<file path="src/rtl/wb_queue_pkg.sv">
// Shared definitions for the writeback queue: register-index type and the PC register index.
package wb_queue_pkg;

    typedef logic [3:0] reg_addr_t;

    localparam reg_addr_t PC_REG = 4'b1111;

    function automatic logic is_pc(input reg_addr_t addr);
        return addr == PC_REG;
    endfunction

endpackage

</file>
<file path="src/rtl/wb_queue_fwd_search.sv">
// Combinational youngest-match search over the queued entries, oldest to youngest.
module wb_fwd_search
    import wb_queue_pkg::*;
#(
    parameter int D_WIDTH = 32,
    parameter int DEPTH   = 4
) (
    input  reg_addr_t                  addr_q [DEPTH],
    input  logic [D_WIDTH-1:0]         data_q [DEPTH],
    input  logic [$clog2(DEPTH)-1:0]   head,
    input  logic [$clog2(DEPTH):0]     count,
    input  reg_addr_t                  fwd_addr,
    output logic                       fwd_hit,
    output logic [D_WIDTH-1:0]         fwd_data
);

    localparam int PW = $clog2(DEPTH);
    localparam int CW = PW + 1;

    logic [PW-1:0] idx;

    // Walking from head towards tail, a later match overrides an earlier one.
    always_comb begin
        fwd_hit  = 1'b0;
        fwd_data = '0;
        idx      = '0;
        for (int unsigned i = 0; i < DEPTH; i++) begin
            idx = head + PW'(i);
            if (CW'(i) < count && addr_q[idx] == fwd_addr) begin
                fwd_hit  = 1'b1;
                fwd_data = data_q[idx];
            end
        end
    end

endmodule

</file>
<file path="src/rtl/wb_queue.sv">
// In-order writeback queue: up to two pushes and two register-file writes per cycle,
// r15 results redirected to the PC write port, plus a read-bypass lookup.
module wb_queue
    import wb_queue_pkg::*;
#(
    parameter int D_WIDTH = 32,
    parameter int DEPTH   = 4
) (
    input  logic               clk,
    input  logic               rst,
    input  logic               i_v0,
    input  logic [3:0]         i_a0,
    input  logic [D_WIDTH-1:0] i_d0,
    input  logic               i_v1,
    input  logic [3:0]         i_a1,
    input  logic [D_WIDTH-1:0] i_d1,
    output logic               o_in_ready,
    output logic               o_WE1,
    output logic [3:0]         o_WA1,
    output logic [D_WIDTH-1:0] o_WD1,
    output logic               o_WE2,
    output logic [3:0]         o_WA2,
    output logic [D_WIDTH-1:0] o_WD2,
    output logic               o_pc_we,
    output logic [D_WIDTH-1:0] o_pc_wd,
    input  logic [3:0]         i_fwd_addr,
    output logic               o_fwd_hit,
    output logic [D_WIDTH-1:0] o_fwd_data,
    output logic               o_empty
);

    localparam int PW = $clog2(DEPTH);
    localparam int CW = PW + 1;

    reg_addr_t          addr_q [DEPTH];
    logic [D_WIDTH-1:0] data_q [DEPTH];
    logic [PW-1:0]      head, tail, head1, tail1;
    logic [CW-1:0]      count;
    logic               push0, push1;
    logic [1:0]         n_push, n_pop;

    assign o_in_ready = count <= CW'(DEPTH - 2);
    assign o_empty    = count == '0;
    assign push0      = o_in_ready & i_v0;
    assign push1      = o_in_ready & i_v1;
    assign n_push     = {1'b0, push0} + {1'b0, push1};
    assign head1      = head + PW'(1);
    assign tail1      = tail + PW'(1);

    // The second entry is held back when it shares an address with the first, since the
    // register file would silently drop port 2; rst suppresses writes in the reset cycle.
    always_comb begin
        o_WE1   = 1'b0;
        o_WA1   = '0;
        o_WD1   = '0;
        o_WE2   = 1'b0;
        o_WA2   = '0;
        o_WD2   = '0;
        o_pc_we = 1'b0;
        o_pc_wd = '0;
        if (!rst && count != '0) begin
            if (is_pc(addr_q[head])) begin
                o_pc_we = 1'b1;
                o_pc_wd = data_q[head];
            end else begin
                o_WE1 = 1'b1;
                o_WA1 = addr_q[head];
                o_WD1 = data_q[head];
                if (count >= CW'(2) && !is_pc(addr_q[head1]) &&
                    addr_q[head1] != addr_q[head]) begin
                    o_WE2 = 1'b1;
                    o_WA2 = addr_q[head1];
                    o_WD2 = data_q[head1];
                end
            end
        end
    end

    assign n_pop = {1'b0, o_WE1 | o_pc_we} + {1'b0, o_WE2};

    always_ff @(posedge clk) begin
        if (push0) begin
            addr_q[tail] <= i_a0;
            data_q[tail] <= i_d0;
        end
        if (push1) begin
            addr_q[push0 ? tail1 : tail] <= i_a1;
            data_q[push0 ? tail1 : tail] <= i_d1;
        end
    end

    always_ff @(posedge clk) begin
        if (rst) begin
            head  <= '0;
            tail  <= '0;
            count <= '0;
        end else begin
            head  <= head + PW'(n_pop);
            tail  <= tail + PW'(n_push);
            count <= count + CW'(n_push) - CW'(n_pop);
        end
    end

    wb_fwd_search #(
        .D_WIDTH(D_WIDTH),
        .DEPTH  (DEPTH)
    ) u_fwd (
        .addr_q  (addr_q),
        .data_q  (data_q),
        .head    (head),
        .count   (count),
        .fwd_addr(i_fwd_addr),
        .fwd_hit (o_fwd_hit),
        .fwd_data(o_fwd_data)
    );

endmodule

</file>
<file path="config.mk">
export PLATFORM = sky130hd
export DESIGN_NAME = wb_queue
export DESIGN_NICKNAME = d
export VERILOG_FILES = /design/src/rtl/wb_queue_pkg.sv /design/src/rtl/wb_queue_fwd_search.sv /design/src/rtl/wb_queue.sv
export SDC_FILE = /design/constraint.sdc
export NUM_CORES = 1
export LEC_CHECK = 0
export ABC_AREA = 1
export ABC_CLOCK_PERIOD_IN_PS = 3900
export BUFFER_PORTS_ARGS = -buffer_cell sky130_fd_sc_hd__buf_4
export CORE_MARGIN = 2
export CORE_UTILIZATION = 40
export CTS_BUF_LIST = sky130_fd_sc_hd__clkbuf_4
export CTS_CLUSTER_DIAMETER = 120
export DETAILED_ROUTE_END_ITERATION = 8
export PLACE_DENSITY = 0.66
export SETUP_SLACK_MARGIN = 0.4
export SKIP_CTS_REPAIR_TIMING = 1
export SYNTH_ARGS = -nofsm -noshare
export SYNTH_HDL_FRONTEND = slang
export SYNTH_SLANG_ARGS = --single-unit
</file>
<file path="constraint.sdc">
create_clock -name clk -period 3.9 [get_ports clk]
set_input_delay 0 -clock clk [delete_from_list [all_inputs] [get_ports clk]]
set_output_delay 0 -clock clk [all_outputs]
set_load 0.05 [all_outputs]
</file>
==> results by group <==
Run status
  – Outcome: finished, final reports clean

Critical path
  – Critical-path cell list: buf_4, nand2_1, nand3_1, nand2_1, nor2_1, nand3_2, nand2_2, nor3_2, nand2_2, clkinvlp_4, ha_4, ha_1, inv_1, ha_1, inv_1, fa_2, xor2_1, or2_2, a21oi_1
  – Slowest stage delay, CP: around 470 ps
  – Setup crit start kind: flip-flop
  – Critical path type: reg -> reg
  – Cell family contributing the most delay on the critical path: simple AND/OR/NAND/NOR gates
  – Worst Setup SP: head[0]
  – CP bufs+invs: 4
  – Crit-path slowest cell: dfxtp_4
  – CP Data Arrival Time: 3830 ps
  – Worst r2r src: head[0]
  – Critical Path RT: roughly 4400 ps
  – Nature of the critical path endpoint: flip-flop
  – CP max FO: 8

Placed design
  – Cells after DPL: between 2k and 3k
  – Placed Area: 0.0143 mm²
  – Hpwl dp: 29900 µm
  – RePlAce Congestion: 0.857
  – PortBufs: 221

Global route
  – First-pass GRT wire length: 73000 µm
  – Largest net degree at the start of global routing: around 110
  – Final global-route overflow total: 0
  – GRT Total Usage: 0.277
  – Initial antenna violation count: 2
  – Number of global-route vias before repair: 13.5k

STA
  – Setup TNS: 0 ps
  – # setup viols final: 0
  – Slew @ Worst Pin: 773 ps
  – Slew margin rel.: 0.485
  – RSZ-0062 raised after global routing: yes
  – Clock Skews: 40.4 ps
  – Final Hold Fails: 0
  – Tmin final: 3320 ps
  – Hold WS: 207 ps
  – Max-slew violations: 0
  – F_max: 0.301 GHz
  – Final worst path period share: 0.851

Floorplanning
  – Cell Rows: 64
  – Die X: around 180 µm
  – Initial Util: 0.407
  – CORE AREA: 0.0307 mm²
  – Ports: 222
  – Die Ht: between 150 and 200 µm
  – Die ar.: 0.0327 mm²

Final layout
  – Area Overhead vs Synth: 26.4%
  – Layout Cells excl Fill: 2951
  – Fin area: roughly 0.016 mm²
  – Layout cells sized above 1: 0.139
  – Layout net count: 2632

Run
  – Max_cap viols: 0

Clock tree
  – Clock buffer depth: 2
  – CTS sink cnt: 151
  – H-tree depth: 4
  – Clk_lat worst skew: around 580 ps
  – TritonCTS clock tree: yes
  – Worst-path clk slew: 170 ps
  – CTS Root Cell: clkbuf_4
  – CTS Buf Count: 17

Routing
  – First-pass DRT Iterations: 5
  – Vias: ~15k
  – Initial DRC Count: about 1.4k
  – Detail Route Antenna Nets: 0
  – Routed WL per cell: 15.9 µm
  – DR DRC count: 0
  – Total routed wirelength: ~47000 µm
  – Vias/cell: 5.18

Pwr
  – Leak: 0.00765 µW
  – Power per cell area: between 800 and 900 mW/mm²
  – Worst vdd ir: around 0.44 mV

Min path
  – Worst Hold Launch: i_d1[19]
  – HP Class: in -> reg

Synthesis
  – Synth Register Bits: 151
  – Synth Warn #: 0
  – Mean area per synthesized cell: 5.42 µm²
  – Post-Syn Area: 0.0125 mm²
  – Seq/Total Area, Yosys: 0.242
  – Gate Count Post-Synth: 2307
  – Syn nets: 2399
  – Post-synth cell types: 32
==> registers in the layout, summed over array words and instances (netlist names) <==
signal  count
addr_q     16
head        2
tail        2
count       3
data_q    128
==> layer usage <==
| layer | vias to the layer above | GRT usage | wire length [µm] |
|---|---|---|---|
| met5 | - | 0 | 0 |
| met4 | 0 | 0.0800 | 1270 |
| met3 | 79 | 0.0335 | 4000 |
| met2 | 664 | 0.469 | 21600 |
| met1 | 6857 | 0.370 | 20000 |
| li1 | 7684 | - | - |
==> where the power goes <==
part | total [µW] | internal, µW | switching [µW]
combinational | 9990 | 3120 | 6860
sequential | 2820 | 2370 | 448
clock | 1070 | 396 | 674
==> kinds of logic (layout without fill, tap and decap cells) <==
logic type,count (synthesis),after routing,share of synthesized area
and+or+nand+nor,1113,1113,0.355
xor gates and xnor gates,8,8,0.00561
adders and majority gates,12,12,0.0132
buffers and inverters,464,710,0.156
DFF,151,151,0.242
AOI/OAI and AO/OA,559,559,0.228
other,0,2,0
==> synthesized netlist by cell type (all sizes together) <==
cell type | number | area (µm²)
nor3 | 3 | 25.0
xnor2 | 2 | 17.5
nand3b | 3 | 22.5
dfxtp | 151 | 3020
buf | 74 | 480
nor2 | 229 | 885
a31oi | 38 | 238
nand2 | 777 | 2940
a21oi | 5 | 28.8
clkbuf | 86 | 323
or2 | 1 | 6.26
ha | 10 | 125
nand4 | 1 | 6.26
inv | 304 | 1140
nor3b | 2 | 15.0
nand3 | 97 | 546
o21ai | 515 | 2580
o211ai | 1 | 7.51
fa | 2 | 40.0
xor2 | 6 | 52.6
==> final cells by class <==
class	count	area, µm²
Tap cell	396	495
Clock inverter	15	166
Antenna cell	2	5.00
Multi-Input combinational cell	1692	7650
Clock buffer	17	128
Timing Repair Buffer	373	3150
Timing Repair inverter	1	5.00
Sequential cell	151	3030
Inverter	304	1160
Fill cell	3189	14900
==> tightest hold or removal path, cell delays in order <==
cell and delay [ps]:
dlygate4sd3_1 520, buf_4 100, nor2_1 40, a31oi_1 110
==> cells in the final DEF (no fill, tap or decap), types with 2 or more instances in the layout <==
cell	count
ha_1	9
bufinv_16	2
a31oi_1	38
o21ai_1	56
nand3_2	16
diode_2	2
dlygate4sd3_1	107
xnor2_1	2
buf_4	256
buf_12	4
buf_6	3
buf_8	3
nand3b_1	3
nor3b_1	2
clkbuf_4	17
xor2_1	6
nor2_1	220
dfxtp_4	2
nand3_1	81
dfxtp_1	148
inv_6	7
inv_1	298
a21oi_1	4
nor3_2	2
nor2_4	9
o21ai_0	458
nand2_2	11
clkinvlp_4	5
clkinv_4	3
nand2_1	763
nand2_4	3
==> final timing paths <==
path	endpoint	slack, ps	cells after the start
worst max register to register	count[2]	580	19
worst min register to register	data_q[22]	520	2
worst min-delay path	data_q[19]	210	4
worst max-delay path	count[2]	580	19
==> through the flow <==
stage	total power (µW)	worst slack, ps	util
final	13900	582	0.515
after global routing	15200	374	0.515
after CTS	13300	191	0.475
after detailed placement	12200	477	0.465
after global placement	12000	492	0.465
after floorplan	9760	408	-
No activity file was read; power rests on OpenSTA's default activity.
